==> src/rtl/sc_fifo_gen.sv <==
// Single-clock FIFO with show-ahead (FWFT) or registered-read output, selected by SHOW_AHEAD.
// Define SC_FIFO_GEN_CLR_EN to add a synchronous clr input that flushes the FIFO.
module sc_fifo_gen #(
    parameter int DW         = 8,
    parameter int AW         = 4,
    parameter int SHOW_AHEAD = 1,
    parameter int AF_TH      = (2**AW) - 2,
    parameter int AE_TH      = 1
) (
    input  logic          clk,
    input  logic          rst_n,
`ifdef SC_FIFO_GEN_CLR_EN
    input  logic          clr,
`endif
    input  logic [DW-1:0] din,
    input  logic          write,
    input  logic          read,
    output logic [DW-1:0] dout,
    output logic [AW:0]   data_cnt,
    output logic          full,
    output logic          empty,
    output logic          almost_full,
    output logic          almost_empty,
    output logic          wr_err,
    output logic          rd_err
);

    localparam int          DEPTH   = 2**AW;
    localparam logic [AW:0] C_DEPTH = DEPTH[AW:0];
    localparam logic [AW:0] C_AF    = AF_TH[AW:0];
    localparam logic [AW:0] C_AE    = AE_TH[AW:0];
    localparam logic [AW:0] C_ONE   = {{AW{1'b0}}, 1'b1};

    logic [DW-1:0] r_mem [DEPTH];
    logic [AW:0]   r_wr_ptr;
    logic [AW:0]   r_rd_ptr;
    logic [AW:0]   r_cnt;
    logic [DW-1:0] r_q;
    logic          r_wr_err;
    logic          r_rd_err;

    logic w_clr;
    logic w_full;
    logic w_empty;
    logic w_wr_acc;
    logic w_rd_acc;
    logic w_ram_req;
    logic w_ram_re;

`ifdef SC_FIFO_GEN_CLR_EN
    assign w_clr = clr;
`else
    assign w_clr = 1'b0;
`endif

    assign w_full   = (r_cnt == C_DEPTH);
    assign w_wr_acc = write && !w_full && !w_clr;
    assign w_rd_acc = read && !w_empty && !w_clr;
    assign w_ram_re = w_ram_req && !w_clr;

    generate
        if (SHOW_AHEAD != 0) begin : g_fwft
            // r_qv marks that r_q holds the head word; the RAM holds the rest.
            logic r_qv;
            logic w_ram_has;

            assign w_ram_has = (r_rd_ptr != r_wr_ptr);
            assign w_ram_req = w_ram_has && (!r_qv || read);
            assign w_empty   = !r_qv;

            always_ff @(posedge clk or negedge rst_n) begin
                if (!rst_n) begin
                    r_qv <= 1'b0;
                end else if (w_clr) begin
                    r_qv <= 1'b0;
                end else if (w_ram_has) begin
                    r_qv <= 1'b1;
                end else if (read) begin
                    r_qv <= 1'b0;
                end
            end
        end else begin : g_norm
            assign w_ram_req = w_rd_acc;
            assign w_empty   = (r_cnt == '0);
        end
    endgenerate

    // No reset on the array so it maps onto block RAM.
    always_ff @(posedge clk) begin
        if (w_wr_acc) begin
            r_mem[r_wr_ptr[AW-1:0]] <= din;
        end
    end

    always_ff @(posedge clk or negedge rst_n) begin
        if (!rst_n) begin
            r_wr_ptr <= '0;
            r_rd_ptr <= '0;
            r_cnt    <= '0;
            r_q      <= '0;
            r_wr_err <= 1'b0;
            r_rd_err <= 1'b0;
        end else if (w_clr) begin
            r_wr_ptr <= '0;
            r_rd_ptr <= '0;
            r_cnt    <= '0;
            r_wr_err <= 1'b0;
            r_rd_err <= 1'b0;
        end else begin
            if (w_wr_acc) begin
                r_wr_ptr <= r_wr_ptr + C_ONE;
            end
            if (w_ram_re) begin
                r_rd_ptr <= r_rd_ptr + C_ONE;
                r_q      <= r_mem[r_rd_ptr[AW-1:0]];
            end
            case ({w_wr_acc, w_rd_acc})
                2'b10:   r_cnt <= r_cnt + C_ONE;
                2'b01:   r_cnt <= r_cnt - C_ONE;
                default: r_cnt <= r_cnt;
            endcase
            r_wr_err <= write && w_full;
            r_rd_err <= read && w_empty;
        end
    end

    assign dout         = r_q;
    assign data_cnt     = r_cnt;
    assign full         = w_full;
    assign empty        = w_empty;
    assign almost_full  = (r_cnt >= C_AF);
    assign almost_empty = (r_cnt <= C_AE);
    assign wr_err       = r_wr_err;
    assign rd_err       = r_rd_err;

endmodule

==> config.mk <==
export PLATFORM = sky130hd
export DESIGN_NAME = sc_fifo_gen
export DESIGN_NICKNAME = d
export VERILOG_FILES = /design/src/rtl/sc_fifo_gen.sv
export SDC_FILE = /design/constraint.sdc
export NUM_CORES = 1
export LEC_CHECK = 0
export ABC_AREA = 0
export CAP_MARGIN = 10
export CORE_UTILIZATION = 35
export CTS_CLUSTER_DIAMETER = 150
export CTS_CLUSTER_SIZE = 30
export DETAILED_ROUTE_END_ITERATION = 10
export GPL_TIMING_DRIVEN = 0
export PLACE_DENSITY = 0.63
export REMOVE_ABC_BUFFERS = 1
export SLEW_MARGIN = 15
export SYNTH_ARGS = -nofsm -noshare
export SYNTH_HDL_FRONTEND = slang
export SYNTH_SLANG_ARGS = --single-unit
==> constraint.sdc <==
create_clock -name clk -period 2.6 [get_ports clk]
set_input_delay 0.26 -clock clk [delete_from_list [all_inputs] [get_ports clk]]
set_output_delay 0.26 -clock clk [all_outputs]
set_load 0.01 [all_outputs]
Yosys cells after proc, flatten, opt, wreduce, memory -nomap -nowiden
Memory sizes are Yosys's and may differ from the RTL's. A register that Yosys moved wholly into a read port is not among the register bits.
Index checks and enable logic that the tools add are counted.
{ "word_totals": {"ram_bits": 128, "n_memories": 1, "regBits": 18, "in_bits": 12, "word_cells": 33} }
{ "classes": {"add_sub_neg": 4, "order_cmp": 2, "eq_ne": 4, "n_reduce_logical": 11, "muxes": 5} }
{ "memory_table": {"columns": ["name", "words", "word_bits", "read_ports", "rd_ports_with_merged_regs", "write_ports", "line", "source"], "rows": [
  ["r_mem", 16, 8, 1, 1, 1, "34", "logic [DW-1:0] r_mem [DEPTH];"]
]} }
{ "ops": {"columns": ["cell", "count"], "rows": [
  ["$add 5x1->5 const B", 3],
  ["$pmux 5 s2", 1],
  ["$eq 5x5->1 const B", 1],
  ["$ge 5x4->1 const B", 1],
  ["$le 5x1->1 const B", 1],
  ["$logic_and 1x1->1", 5],
  ["$ne 5x5->1", 1],
  ["$sub 5x1->5 const B", 1],
  ["$mux 1", 4],
  ["$reduce_bool 2->1", 2],
  ["$logic_not 1->1", 3],
  ["$eq 2x1->1 const B", 1],
  ["$eq 2x2->1 const B", 1],
  ["$logic_or 1x1->1", 1]
]} }

Logic depth before layout (Yosys ltp)
Gate-level depths: netlist (run 1).
{ "logic_depth": {"ltp_word": 5, "depth_mapped": 10, "mapped_depth_nobuf": 9} }

Least setup slack after synthesis (run 1)
Ideal clock, no wire load.
{ "synth_path": {"path_type": "register -> register", "from": "register r_cnt[0] (netlist: data_cnt[0])", "to": "memory r_mem[3][0] (enable)", "synth_period_minus_slack_ns": 2.421, "path_buffers": 1, "t_required_ns": 2.217, "setup_ns": 0.383, "arrival_time_ns": 2.038, "path_slack_ns": 0.179, "stages_incl_launch_ff": 8, "cell_sequence": "dfrtp_1 -> inv_1 -> ha_1 -> and4bb_1 -> nor2b_1 -> buf_2 -> nand2_1 -> nor3_1"} }
{ "synth_between": {"elab_chain_len": 5} }
{ "synth_lines": {"columns": ["element", "line", "source"], "rows": [
  ["start, declared", "37", "logic [AW:0] r_cnt;"],
  ["start signal, assigned", "118", "2'b10: r_cnt <= r_cnt + C_ONE;"],
  ["start signal, assigned", "119", "2'b01: r_cnt <= r_cnt - C_ONE;"],
  ["start signal, assigned", "120", "default: r_cnt <= r_cnt;"],
  ["$eq 5x5->1", "56", "assign w_full = (r_cnt == C_DEPTH);"],
  ["via full", "20", "output logic full,"],
  ["$logic_not 1->1", "57", "assign w_wr_acc = write && !w_full && !w_clr;"],
  ["$logic_and 1x1->1", "57", null],
  ["$mux 1", "90", "if (w_wr_acc) begin"],
  ["$mux 1 (not written as such)", "91", "r_mem[r_wr_ptr[AW-1:0]] <= din;"],
  ["end, declared", "34", null]
]} }
The timed path passes the listed nets, and every way through them passes these cells.

Worst setup path in the final report (run 1)
{ "layout_path": {"from": "register r_cnt[0] (netlist: data_cnt[0])", "to": "memory r_mem[2][0] (enable)"} }
{ "layout_between": {"elab_chain_len": 5} }
{ "layout_lines": {"columns": ["element", "line"], "rows": [
  ["$eq 5x5->1", "56"],
  ["$logic_not 1->1", "57"],
  ["$logic_and 1x1->1", "57"],
  ["$mux 1", "90"],
  ["$mux 1 (not written as such)", "91"]
]} }
Every way passes these cells.

==> out/metrics.cfg, run 1 <==
[sta]
maxSlewHeadroom_pct = 45.5
worst_clock_skew_ns = 0.00869
final_max_slew_viol_count = 0
grt_setup_unrepaired = no
finalSetupViolations = 0
fmaxAchievable_mhz = 419
hold_viol_final = 0
fin_crit_ns = 2.39
actual_slew_at_the_worst_max_slew_pin_ns = 0.816
finalCritPeriodShare_pct = 91.8
hold-worst-slack_ns = 0.404

[flow_run]
max_cap_violations = 0

[cts]
clock_pin_transition_on_the_worst_setup_and_hold_timing_paths_ns = 0.06
tritoncts = yes
cts_buffers = 17
insertion_delay_ns = 0.42
cts.sinks = 154
ctsHtreeMaxLevel = 4
max-clock-path-buffers = 2
root_buffer_cell = sky130_fd_sc_hd__clkbuf_16

[setup_path]
r2r_slack_ns = 0.21
worst_r2r_endpoint = r_mem[2][0]$_DFFE_PP_
crit_end_category = flop
crit_path_max_fanout = 10
path_class = flop to flop
worst_ep_required_time_ns = 2.65
worst-endpoint-arrival_ns = 2.44
regToRegStartpoint = data_cnt[0]$_DFFE_PN0P_
start_kind = flop
reg2reg_depth = 6

[pwr]
power_frac_comb_pct = 29.4
sw_frac_of_total_pct = 30.1
total_switching_power_w = 0.00258
power_frac_seq_pct = 40.6
p_per_area_nw_per_um2 = 1140
cellInternalPower_w = 0.00601
worst_ir_drop_vdd_v = 0.000587
share_clk_of_total_power_pct = 30.0
leakage_nw = 2.59

[logic_synthesis]
post-synth-top-count-cell = sky130_fd_sc_hd__edfxtp_1
synth.top_cells.by_count = sky130_fd_sc_hd__edfxtp_1 (128), sky130_fd_sc_hd__dfrtp_1 (26), sky130_fd_sc_hd__mux4_2 (23)
ys_async_sr_fraction_pct = 16.9
synth.lib_cells_used.distinct = 36
synth_area_leader_cell = sky130_fd_sc_hd__edfxtp_1
synthesis.area_um2 = 6290
avgSynthCellArea_um2 = 18.9
synth-warning-count = 0
synth_sequential_area_ratio_pct = 71.5
synth-edff-count = 128
synthDominantCellAreaShare_pct = 61.1
postSynthRegisterBits = 154
synthesis.instances = 332
dominantRegCellSynth = sky130_fd_sc_hd__edfxtp_1
largest_cells_by_area_after_synthesis = sky130_fd_sc_hd__edfxtp_1 (61%), sky130_fd_sc_hd__dfrtp_1 (10%), sky130_fd_sc_hd__mux4_2 (8.2%)

[global_route]
first_global_vias = 3167
grtUsageTotal_pct = 13.9
antenna_found_initial = 0
use_met3_pct = 4.06
globalRouteMet2Util_pct = 22.3
grt.met1_usage_pct = 17.7
global_route.peak_usage_layer = met2
grt_overflow_total = 0
largest_net_degree_at_the_start_of_global_routing = 27
global_route_wire_length_before_repair_mm = 18.1

[layout]
layout-drive-gt1-share_pct = 21.9
final_cell_count_no_fill = 609
synthToLayoutAreaGrowth_pct = 20.1
final.fill_count = 1528
antennaDiodeCount = 0
nNetsFinal = 394

[floorplanning]
placement_rows = 48
core_area_um2 = 17400
ioPinCount = 31
die-width_um = 136
die_area_um2 = 18500
initial_cell_density_of_the_core_pct = 36.1
floorplan.die.height_um = 136

[worst_hold_path]
hp-class = input port to asynchronous set/reset pin

[place]
finalWeightedCongestion = 0.734
placedCellCount = 575
hpwlAfterDp_mm = 7.40
port_buffers = 30

[routing]
route.detailed.vias_per_inst = 4.96
dr_total_vias = 3022
wl_per_cell_um = 19.1
detail_route.iter0.violations = 195
route.antenna.remaining_nets = 0
drt_pass1_iterations = 4
drc = 0
drt_wirelength_mm = 11.6

[status]
status = completed

## per-stage QoR
stage	TNS (ns)	worst slack (ns)	total power (W)	util, %	area (µm²)
after floorplan	-1.00	-0.0680	0.00507	-	6180
after global routing	0	0.0150	0.00904	43.3	7550
after CTS	0	0.00739	0.00868	43.2	7520
after detailed placement	-34.73	-0.402	0.00603	39.2	6830
after global placement	-59.61	-0.837	0.00590	38.8	6760
final	0	0.214	0.00860	43.3	7550
## worst max path at each step
| stage | startpoint | to | cells after the start |
|---|---|---|---|
| 2_1_floorplan | r_rd_ptr[0]$_DFFE_PN0P_ | dout[1]$_DFFE_PN0P_ | 4 |
| 3_3_place_gp | r_rd_ptr[0]$_DFFE_PN0P_ | dout[1]$_DFFE_PN0P_ | 4 |
| 3_5_place_dp | data_cnt[0]$_DFFE_PN0P_ | r_mem[12][5]$_DFFE_PP_ | 6 |
| 4_1_cts | data_cnt[0]$_DFFE_PN0P_ | r_mem[3][6]$_DFFE_PP_ | 6 |
| 5_1_grt | data_cnt[0]$_DFFE_PN0P_ | r_mem[10][6]$_DFFE_PP_ | 6 |
| 6_report | data_cnt[0]$_DFFE_PN0P_ | r_mem[2][0]$_DFFE_PP_ | 6 |
## flip-flops by register name, summed over array words and instances (netlist names)
| name | cells |
|---|---|
| wr_err | 1 |
| rd_err | 1 |
| r_rd_ptr | 5 |
| g_fwft.r_qv | 1 |
| r_wr_ptr | 5 |
| r_mem | 128 |
| dout | 8 |
| data_cnt | 5 |
## cells in the final DEF, fill, tap and decap left out, types with 3 or more instances in the layout
| cell type | Yosys | layout |
|---|---|---|
| sky130_fd_sc_hd__edfxtp_1 | 128 | 128 |
| sky130_fd_sc_hd__nor2_2 | 0 | 8 |
| sky130_fd_sc_hd__xnor2_1 | 14 | 14 |
| sky130_fd_sc_hd__bufinv_16 | 0 | 4 |
| sky130_fd_sc_hd__nand2b_1 | 4 | 4 |
| sky130_fd_sc_hd__a22oi_1 | 16 | 16 |
| sky130_fd_sc_hd__and2_1 | 3 | 3 |
| sky130_fd_sc_hd__xor2_1 | 4 | 4 |
| sky130_fd_sc_hd__mux2_4 | 8 | 8 |
| sky130_fd_sc_hd__mux4_2 | 23 | 23 |
| sky130_fd_sc_hd__nand2_1 | 17 | 17 |
| sky130_fd_sc_hd__ha_1 | 11 | 11 |
| sky130_fd_sc_hd__clkdlybuf4s50_1 | 0 | 29 |
| sky130_fd_sc_hd__dfrtp_1 | 26 | 24 |
| sky130_fd_sc_hd__o211ai_1 | 3 | 3 |
| sky130_fd_sc_hd__nor2b_1 | 4 | 3 |
| sky130_fd_sc_hd__nor2_4 | 0 | 3 |
| sky130_fd_sc_hd__mux4_1 | 9 | 9 |
| sky130_fd_sc_hd__nor2_1 | 17 | 6 |
| sky130_fd_sc_hd__inv_1 | 7 | 7 |
| sky130_fd_sc_hd__buf_12 | 1 | 3 |
| sky130_fd_sc_hd__clkbuf_16 | 0 | 17 |
## cell type report
type,count,area [µm²],area share (%)
multi-input combinational,155,1740,23.1
sequential,154,4500,59.6
timing repair buffer,36,380,5.04
clock inverter,14,194,2.57
clock buffer,18,429,5.68
inverter,7,26.3,0.348
tap,225,282,3.73
## worst max-delay path: stages, from the launching register on
cell,delay [ns]
sky130_fd_sc_hd__dfrtp_1,0.48
sky130_fd_sc_hd__inv_1,0.12
sky130_fd_sc_hd__ha_1,0.20
sky130_fd_sc_hd__and4bb_1,0.25
sky130_fd_sc_hd__nor2b_4,0.24
sky130_fd_sc_hd__nand2_1,0.24
sky130_fd_sc_hd__nor3_4,0.49
## routing by layer
layer	up-vias	wire length, µm
met1	1551	5020
li1	1390	-
met2	67	5830
met5	-	0
met3	14	589
met4	0	161
## cell families (layout without fill, tap and decap cells)
logic type | after synthesis | count (layout) | share of synthesized area (%)
AND/OR/NAND/NOR | 59 | 59 | 4.60
buffers and inverters | 23 | 75 | 2.13
multiplexers | 42 | 42 | 14.2
AO/OA/AOI/OAI | 25 | 25 | 2.85
flip-flops | 154 | 154 | 71.5
adder cells (fa/ha/maj) | 11 | 11 | 2.19
XOR/XNOR | 18 | 18 | 2.51
## timing repair
action / in CTS / in global routing
endpoints found under the hold margin: 26 / 0
hold buffers: 1 / 0
pin swaps: 0 / 1
resized for setup: 16 / 2
buffers inserted: 0 / 1
endpoints found under the setup margin: 117 / 101
## power groups by stage
stage	Clock, W	Combinational [W]	Sequential (W)
2_1_floorplan	0	0.00150	0.00357
3_3_place_gp	0	0.00224	0.00366
3_5_place_dp	0	0.00250	0.00353
4_1_cts	0.00262	0.00256	0.00350
5_1_grt	0.00273	0.00275	0.00355
6_report	0.00258	0.00253	0.00349
(Power assumes the default switching activity.)
==> run 2: changes to the inputs <==
--- a/config.mk
+++ b/config.mk
@@ -6,7 +6,7 @@
 export NUM_CORES = 1
 export LEC_CHECK = 0
 export ABC_AREA = 0
-export CAP_MARGIN = 10
+export CAP_MARGIN = 15
 export CORE_UTILIZATION = 35
 export CTS_CLUSTER_DIAMETER = 150
 export CTS_CLUSTER_SIZE = 30
==> results of run 2 <==
Same layout as run 1: the final DEF is identical, and so are final timing and power.
